<file path="src/rtl/hex_display_pkg.sv">
// Shared types and constants for the hex display controller: FSM states and
// active-low 7-segment patterns (bit order g..a).
package hex_display_pkg;

  typedef enum logic [1:0] {
    StIdle,
    StShow,
    StScroll
  } state_e;

  localparam logic [6:0] SEG_BLANK = 7'b1111111;

  localparam logic [6:0] SEG_LUT [16] = '{
    7'b1000000,  // 0
    7'b1111001,  // 1
    7'b0100100,  // 2
    7'b0110000,  // 3
    7'b0011001,  // 4
    7'b0010010,  // 5
    7'b0000010,  // 6
    7'b1111000,  // 7
    7'b0000000,  // 8
    7'b0010000,  // 9
    7'b0001000,  // A
    7'b0000011,  // b
    7'b1000110,  // C
    7'b0100001,  // d
    7'b0000110,  // E
    7'b0001110   // F
  };

endpackage

</file>
<file path="src/rtl/hex_seg7.sv">
// Combinational nibble-to-7-segment encoder (active-low, g..a), with blank override.
module hex_seg7
  import hex_display_pkg::*;
(
  input  logic [3:0] nibble_i,
  input  logic       blank_i,
  output logic [6:0] seg_o
);

  always_comb begin
    seg_o = blank_i ? SEG_BLANK : SEG_LUT[nibble_i];
  end

endmodule

</file>
<file path="src/rtl/hex_display_ctrl.sv">
// Multi-digit hex display controller: static/scroll modes, leading-zero blanking,
// two-stage registered output. Optional blink is built with HEX_DISPLAY_BLINK_EN.
module hex_display_ctrl
  import hex_display_pkg::*;
#(
  parameter int unsigned NUM_DIGITS = 6,
  parameter int unsigned TICK_DIV   = 25000000
) (
  input  logic                    clock,
  input  logic                    resetn,
  input  logic                    load_valid,
  input  logic [4*NUM_DIGITS-1:0] load_value,
  output logic                    load_ready,
  input  logic                    scroll_en,
  input  logic                    blank_lz,
  input  logic                    blink_en,
  output logic [7*NUM_DIGITS-1:0] hex_out
);

  localparam int unsigned CntW = $clog2(TICK_DIV);
  localparam int unsigned OffW = (NUM_DIGITS > 1) ? $clog2(NUM_DIGITS) : 1;
  localparam int unsigned ValW = 4 * NUM_DIGITS;
  localparam int unsigned SegW = 7 * NUM_DIGITS;

  state_e                state_q, state_d;
  logic [ValW-1:0]       value_q, value_d;
  logic                  ready_q, ready_d;
  logic [CntW-1:0]       cnt_q, cnt_d;
  logic [OffW-1:0]       offset_q, offset_d;
  logic [ValW-1:0]       nib_q, nib_d;
  logic [NUM_DIGITS-1:0] blank_q, blank_d;
  logic [SegW-1:0]       hex_out_q, hex_out_d;
  logic [SegW-1:0]       seg_w;
  logic [NUM_DIGITS-1:0] lz_mask;
  logic                  accept;
  logic                  tick;
  logic                  hide;

  assign accept     = load_valid & ready_q;
  assign tick       = (cnt_q == CntW'(TICK_DIV - 1));
  assign load_ready = ready_q;
  assign hex_out    = hex_out_q;

`ifdef HEX_DISPLAY_BLINK_EN
  logic phase_q, phase_d;

  // phase_q = 1 means the hidden half of the blink period.
  assign phase_d = tick ? ~phase_q : phase_q;
  assign hide    = blink_en & phase_q;

  always_ff @(posedge clock) begin
    if (!resetn) begin
      phase_q <= 1'b0;
    end else begin
      phase_q <= phase_d;
    end
  end
`else
  logic unused_blink_en;

  assign unused_blink_en = blink_en;
  assign hide            = 1'b0;
`endif

  always_comb begin
    state_d = state_q;
    unique case (state_q)
      StIdle:   if (accept) state_d = scroll_en ? StScroll : StShow;
      StShow:   if (scroll_en) state_d = StScroll;
      StScroll: if (!scroll_en) state_d = StShow;
      default:  state_d = StIdle;
    endcase
  end

  always_comb begin
    value_d = accept ? load_value : value_q;
    ready_d = ~accept;
    cnt_d   = tick ? '0 : cnt_q + CntW'(1);
    // Offset only advances while staying in scroll mode with no new value.
    if (accept || (state_q != StScroll) || (state_d != StScroll)) begin
      offset_d = '0;
    end else if (tick) begin
      offset_d = (offset_q == OffW'(NUM_DIGITS - 1)) ? '0 : offset_q + OffW'(1);
    end else begin
      offset_d = offset_q;
    end
  end

  always_comb begin
    logic run;
    run     = 1'b1;
    lz_mask = '0;
    for (int i = int'(NUM_DIGITS) - 1; i > 0; i--) begin
      run        = run & (value_q[4*i +: 4] == 4'h0);
      lz_mask[i] = run;
    end
  end

  always_comb begin
    int unsigned idx;
    nib_d   = value_q;
    blank_d = '0;
    unique case (state_q)
      StIdle:   blank_d = '1;
      StShow:   blank_d = blank_lz ? lz_mask : '0;
      StScroll: begin
        for (int unsigned i = 0; i < NUM_DIGITS; i++) begin
          idx = i + 32'(offset_q);
          if (idx >= NUM_DIGITS) idx = idx - NUM_DIGITS;
          nib_d[4*i +: 4] = value_q[4*idx +: 4];
        end
      end
      default:  blank_d = '1;
    endcase
    if (hide) blank_d = '1;
  end

  for (genvar g = 0; g < NUM_DIGITS; g++) begin : g_digit
    hex_seg7 u_seg (
      .nibble_i(nib_q[4*g +: 4]),
      .blank_i (blank_q[g]),
      .seg_o   (seg_w[7*g +: 7])
    );
  end

  assign hex_out_d = seg_w;

  always_ff @(posedge clock) begin
    if (!resetn) begin
      state_q   <= StIdle;
      value_q   <= '0;
      ready_q   <= 1'b0;
      cnt_q     <= '0;
      offset_q  <= '0;
      nib_q     <= '0;
      blank_q   <= '1;
      hex_out_q <= '1;
    end else begin
      state_q   <= state_d;
      value_q   <= value_d;
      ready_q   <= ready_d;
      cnt_q     <= cnt_d;
      offset_q  <= offset_d;
      nib_q     <= nib_d;
      blank_q   <= blank_d;
      hex_out_q <= hex_out_d;
    end
  end

endmodule
</file>
<file path="config.mk">
export PLATFORM = sky130hd
export DESIGN_NAME = hex_display_ctrl
export DESIGN_NICKNAME = d
export VERILOG_FILES = /design/src/rtl/hex_display_pkg.sv /design/src/rtl/hex_seg7.sv /design/src/rtl/hex_display_ctrl.sv
export SDC_FILE = /design/constraint.sdc
export NUM_CORES = 1
export LEC_CHECK = 0
export ABC_CLOCK_PERIOD_IN_PS = 3700
export CAP_MARGIN = 15
export CORE_AREA = 2 2 119 144
export CTS_CLUSTER_SIZE = 16
export DETAILED_ROUTE_END_ITERATION = 7
export DIE_AREA = 0 0 121 146
export PLACE_DENSITY = 0.76
export SETUP_SLACK_MARGIN = 0.02
export SKIP_LAST_GASP = 1
export SYNTH_ARGS = -nofsm -noshare
export SYNTH_HDL_FRONTEND = slang
export SYNTH_HIERARCHICAL = 1
export SYNTH_SLANG_ARGS = --single-unit
</file>
<file path="constraint.sdc">
create_clock -name clock -period 3.7 [get_ports clock]
set_clock_uncertainty 0.15 [all_clocks]
set_input_delay 0.37 -clock clock [delete_from_list [all_inputs] [get_ports clock]]
set_output_delay 0.37 -clock clock [all_outputs]
set_load 0.01 [all_outputs]
</file>
# ---- Word level (Yosys, flattened, before mapping)
# Memories as Yosys holds them, arrays and structs flattened. A register that Yosys moved wholly into a read port is not among the register bits.
# Cells that the tools add are included.
dict set report op_classes {
  add_sub_neg 13
  order_cmp 6
  n_eq_ne 6
  shifts 6
  mux 21
  bitwise 13
  reduce_logical 16
}
# cell n
set ops {}
lappend ops {{30-bit 2-to-1 mux} 12}
lappend ops {{24-bit by 33-bit indexed part select with 4-bit output} 6}
lappend ops {{4-bit inverter with 5-bit output} 6}
lappend ops {{25-bit by 1-bit adder with 25-bit output (second input constant)} 1}
lappend ops {{25-bit equality test (second input constant)} 1}
lappend ops {{4-bit by 3-bit subtractor with 5-bit output (second input constant)} 5}
lappend ops {{24-bit 2-to-1 mux} 1}
lappend ops {{4-bit by 3-bit greater-or-equal comparator with 1-bit output (second input constant)} 5}
lappend ops {{4-bit logical NOT} 5}
lappend ops {{2-bit OR reduction} 8}
lappend ops {{6-bit one-hot mux with 2 select lines} 1}
lappend ops {{2-bit by 3-bit adder with 4-bit output (first input constant)} 2}
lappend ops {{3-bit by 3-bit adder with 4-bit output (first input constant)} 2}
lappend ops {{2-bit 2-to-1 mux} 4}
lappend ops {{6-bit 2-to-1 mux} 1}
lappend ops {{2-bit one-hot mux with 3 select lines} 1}
lappend ops {{1-bit AND} 5}
lappend ops {{1-bit by 3-bit adder with 4-bit output (first input constant)} 1}
lappend ops {{2-bit inequality test (second input constant)} 2}
lappend ops {{3-bit by 3-bit subtractor with 4-bit output (second input constant)} 1}
lappend ops {{3-bit by 1-bit adder with 3-bit output (second input constant)} 1}
lappend ops {{3-bit equality test (second input constant)} 1}
lappend ops {{3-bit greater-or-equal comparator (second input constant)} 1}
lappend ops {{3-bit 2-to-1 mux} 1}
lappend ops {{5 further kinds} 7}
dict set report word_totals {
  regBits 85
  mem_bits_ro 672
  out_inout_bits 43
  elab_cells 94
  mem_count 6
}
# name depth width rd rd_clocked_by_memory_dff write_ports line
set memory_table {}
lappend memory_table {{(no name shown)} 16 7 1 1 0 hex_seg7.sv:11} ;# seg_o = blank_i ? SEG_BLANK : SEG_LUT[nibble_i];
lappend memory_table {{(no name shown)} 16 7 1 1 0 hex_seg7.sv:11}
lappend memory_table {{(no name shown)} 16 7 1 1 0 hex_seg7.sv:11}
lappend memory_table {{(no name shown)} 16 7 1 1 0 hex_seg7.sv:11}
lappend memory_table {{(no name shown)} 16 7 1 1 0 hex_seg7.sv:11}
lappend memory_table {{(no name shown)} 16 7 1 1 0 hex_seg7.sv:11}

# ---- Depth between registers and ports, before layout
dict set report logic_depth {
  word_depth 7
  ltp_mapped 14
  ltp_nobuf 11
}

# ---- By module
# Netlist, hierarchy kept.
# module instances cells_per_inst area_per_inst_um2 seq_area_each_um2
set by_module_without_submodules {}
lappend by_module_without_submodules {hex_display_ctrl 1 680 6148.4 2542.4}
lappend by_module_without_submodules {{hex_seg7 at g_digit[3].u_seg ...} 3 35 299.0 0.0}
lappend by_module_without_submodules {{hex_seg7 at g_digit[0].u_seg ...} 2 36 294.0 0.0}
lappend by_module_without_submodules {{hex_seg7 at g_digit[2].u_seg} 1 39 311.5 0.0}

# ---- Least setup slack after synthesis
# Ideal clock, no wire load.
dict set report synth_path {
  path_kind {register -> register}
  startpoint {register offset_q[0]}
  endpoint {register nib_q[12]}
  setup_time_ns 0.119
  t_arrival_ns 2.668
  setup_slack_ns 0.762
  stages_incl_launch_ff 13
  n_path_buf 4
  synth_period_minus_slack_ns 2.938
  cell_sequence {dfxtp_1 > buf_2 > clkbuf_8 > clkbuf_8 > inv_1 > ha_1 > clkinv_1 > ha_1 > and3b_1 > clkbuf_1 > or3_1 > a31oi_1 > a21oi_1}
}
dict set report synth_via {
  elab_chain_len 6
}
# element line
set synth_lines {}
lappend synth_lines {{start, declared} hex_display_ctrl.sv:29} ;# logic [OffW-1:0] offset_q, offset_d;
lappend synth_lines {{start signal, assigned} hex_display_ctrl.sv:143} ;# offset_q <= offset_d;
lappend synth_lines {{2-bit by 3-bit adder with 4-bit output *} hex_display_ctrl.sv:108} ;# idx = i + 32'(offset_q);
lappend synth_lines {{4-bit by 3-bit subtractor with 5-bit output / 4-bit by 3-bit greater-or-equal comparator with 1-bit output (equally long branches)} hex_display_ctrl.sv:109} ;# if (idx >= NUM_DIGITS) idx = idx - NUM_DIGITS;
lappend synth_lines {{30-bit 2-to-1 mux *} hex_display_ctrl.sv:109}
lappend synth_lines {{30-bit 2-to-1 mux *} hex_display_ctrl.sv:103} ;# unique case (state_q)
lappend synth_lines {{24-bit by 33-bit indexed part select with 4-bit output *} hex_display_ctrl.sv:110} ;# nib_d[4*i +: 4] = value_q[4*idx +: 4];
lappend synth_lines {{24-bit 2-to-1 mux *} hex_display_ctrl.sv:103}
lappend synth_lines {{end signal, assigned} hex_display_ctrl.sv:144} ;# nib_q <= nib_d;
lappend synth_lines {{end, declared} hex_display_ctrl.sv:30} ;# logic [ValW-1:0] nib_q, nib_d;
# Every way passes the cells marked *; elsewhere a longest branch is shown, timed or not. The select of a mux whose other input is x is not followed.
# A chain may end at the register's enable or synchronous reset.

# ---- Worst setup path after layout
dict set report layout_path {
  startpoint {register offset_q[2]}
  endpoint {register nib_q[20]}
}
dict set report layout_via {
  elab_chain_len 6
}
# element line
set layout_lines {}
lappend layout_lines {{3-bit by 3-bit adder with 4-bit output *} hex_display_ctrl.sv:108}
lappend layout_lines {{4-bit by 3-bit subtractor with 5-bit output / 4-bit by 3-bit greater-or-equal comparator with 1-bit output (equally long branches)} hex_display_ctrl.sv:109}
lappend layout_lines {{30-bit 2-to-1 mux *} hex_display_ctrl.sv:109}
lappend layout_lines {{30-bit 2-to-1 mux *} hex_display_ctrl.sv:103}
lappend layout_lines {{24-bit by 33-bit indexed part select with 4-bit output *} hex_display_ctrl.sv:110}
lappend layout_lines {{24-bit 2-to-1 mux *} hex_display_ctrl.sv:103}
# Marks and branches as above.

==> results.json <==
{
  "cts_sinks": 127,
  "drive_gt1_frac": 0.0813,
  "die_h_um": 146,
  "post-route-period-util": 0.824,
  "status": "completed",
  "ys_seq_area_frac": 0.320,
  "antenna_cells": 0,
  "cts_buffers": 17,
  "synth_edf_count": 0,
  "r2r-start": "offset_q[2]$_SDFFE_PP0P_",
  "slowest_stage": "dfxtp_1",
  "fin_nets": 1045,
  "final_util": 0.574,
  "power.leakage_nw": 3.49,
  "place_congestion": 0.914,
  "synthFlopType": "dfxtp_1",
  "vias": 6535,
  "cp.arrival_ns": 3.21,
  "dpl.hpwl_um": 12500,
  "max_freq_ghz": 0.328,
  "hold_viol_final": 0,
  "synth_cell_types": 77,
  "die_width_um": 121,
  "grt_first_pass_wirelength_um": 28800,
  "ir_drop_uv": 283,
  "regToRegSetupSlack_ns": 0.65,
  "antenna_left": 0,
  "ys_warn_count": 6,
  "overflow": 0,
  "io_pins": 73,
  "worst_pin_slew_ns": 0.913,
  "hold_class": "in2reg",
  "layout_commonest_cell": "dfxtp_1",
  "cts_root_buffer": "clkbuf_16",
  "required_ns": 3.86,
  "start_kind": "flip-flop",
  "drtPass1Iterations": 5,
  "worstHoldEndpoint": "hex_out[26]$_SDFF_PN1_",
  "whs_path_depth": 2,
  "cts_resized": 0,
  "ctsHtreeMaxLevel": 4,
  "grt_max_degree": 43,
  "start_util": 0.492,
  "setup_viol_count_final": 0,
  "ctsHoldBuffers": 0,
  "relSlewSlack": 0.386,
  "die-area_um2": 17700,
  "netlist_instances": 896,
  "core_area_um2": 16100,
  "mappedNetlistArea_um2": 7950,
  "synth-seq-cells": 127,
  "wire_per_inst_um": 14.8,
  "power.density_nw_per_um2": 383,
  "drt_wl_total_um": 17300,
  "post_cts_buffers": 0,
  "syn_area_per_cell_um2": 8.87,
  "async_reset_ff_frac": 0,
  "setup_tns_ns": 0,
  "mostFrequentLayoutCells": "127 x dfxtp_1, 96 x nand2_1, 70 x clkdlybuf4s50_1",
  "io_buffers": 71,
  "clk_pin_slew_ns": 0.05,
  "clockBufferDepth": 2,
  "track_usage": 0.200,
  "p_total_mw": 3.55,
  "num_rows": 51,
  "cp-end-kind": "flip-flop",
  "syn_nets": 992,
  "vias_per_cell": 5.58,
  "slowest_delay_ns": 0.66,
  "critical_path.cell_chain": "inv_1, ha_1, a21o_1, inv_1, ha_1, nor2_1, a221oi_1, mux2i_1, nor2_1, a221o_1",
  "grt_pass1_vias": 6045,
  "r2r-end": "nib_q[20]$_SDFF_PN0_",
  "drc": 0,
  "cts_tree": "built",
  "worstSetupPathType": "reg2reg",
  "clkLatencyLatePin_ns": 0.42,
  "path_max_fanout": 14,
  "rsz0062_at_grt": "no",
  "area_delta_synth_final_pct": 16.6,
  "min-delay-start": "resetn",
  "drv_slew": 0,
  "reg2regPathDepth": 10,
  "drt-initial-drc-count": 628,
  "antenna_found_initial": 0,
  "fin_crit_ns": 3.05,
  "maxCapViolCount": 0
}
worst max path at each step:
stage / start / to / slack, ns / cells after the start
after global placement: offset_q[2]$_SDFFE_PP0P_ / nib_q[21]$_SDFF_PN0_ / 0.77 / 10
final: offset_q[2]$_SDFFE_PP0P_ / nib_q[20]$_SDFF_PN0_ / 0.65 / 10
after floorplan: offset_q[0]$_SDFFE_PP0P_ / nib_q[12]$_SDFF_PN0_ / 0.76 / 12
after CTS: offset_q[2]$_SDFFE_PP0P_ / nib_q[21]$_SDFF_PN0_ / 0.68 / 10
after global routing: offset_q[2]$_SDFFE_PP0P_ / nib_q[20]$_SDFF_PN0_ / 0.48 / 10
after detailed placement: offset_q[2]$_SDFFE_PP0P_ / nib_q[21]$_SDFF_PN0_ / 0.70 / 10
per-layer routing:
layer | track usage | up-vias | wire, um
met5 | 0 | - | 0
met1 | 0.254 | 3074 | 7800
met4 | 0.0645 | 0 | 270
met2 | 0.333 | 164 | 8350
met3 | 0.0470 | 26 | 867
li1 | - | 3271 | -
critical path, delay by kind of cell, from the launching register on:
family	cells	cell delay (ns)
buffers and inverters	2	0.34
flip-flops	1	0.66
adder cells (fa/ha/maj)	2	0.45
AND/OR/NAND/NOR	2	0.12
multiplexers	1	0.26
AO/OA/AOI/OAI	3	0.96
stage by stage:
| step | setup slack, ns | hold slack [ns] | cell area, um2 | cells |
|---|---|---|---|---|
| 2_1_floorplan | 0.762 | 0.268 | 7950 | 896 |
| 3_3_place_gp | 0.765 | 0.281 | 8690 | 1142 |
| 3_5_place_dp | 0.697 | 0.289 | 8690 | 1142 |
| 4_1_cts | 0.681 | 0.224 | 9270 | 1172 |
| 5_1_grt | 0.485 | 0.246 | 9270 | 1172 |
| 6_report | 0.649 | 0.232 | 9270 | 1172 |
registers in the layout, indices dropped and copies added, names as in the netlist:
name	flops
load_ready	1
nib_q	24
value_q	24
offset_q	3
cnt_q	25
state_q	2
hex_out	42
blank_q	6
cell type report:
| class | count | area, um2 |
|---|---|---|
| Multi-Input combinational cell | 673 | 4910 |
| Clock buffer | 24 | 492 |
| Timing Repair Buffer | 83 | 796 |
| Sequential cell | 127 | 2540 |
| Fill cell | 1411 | 6880 |
| Tap cell | 212 | 265 |
| Clock inverter | 6 | 82.6 |
| Inverter | 47 | 176 |
synth_stat cells, types with 13 or more instances:
cell      instances  share of area
dfxtp_1         127           0.32
nand2_1          96          0.045
ha_1             66           0.10
nand2b_1         59          0.046
nor2_1           53          0.025
inv_1            45          0.021
mux2i_1          39          0.049
a21boi_0         26          0.025
clkbuf_1         21         0.0099
nand3_1          21          0.013
a21oi_1          19          0.012
o21ai_0          19          0.012
mux2_2           18          0.026
xor2_1           17          0.019
nor2b_1          16          0.013
a32oi_1          15          0.017
nor3_1           14         0.0088
xnor2_1          13          0.014
cell families (layout without fill, tap and decap cells):
| kind of cell | Yosys count | after routing | share of synthesized area |
|---|---|---|---|
| fa+ha+maj | 67 | 67 | 0.105 |
| simple gates | 325 | 325 | 0.210 |
| compound gates | 181 | 181 | 0.176 |
| flops | 127 | 127 | 0.320 |
| mux | 69 | 69 | 0.0917 |
| buf+inv | 96 | 160 | 0.0617 |
| xor+xnor | 31 | 31 | 0.0351 |
report_power, final:
group	switching (mW)	total, mW	internal, mW
sequential	0.0768	1.51	1.44
clock	0.574	1.62	1.05
combinational	0.196	0.413	0.217
total	0.847	3.55	2.70
(Power assumes the default switching activity.)
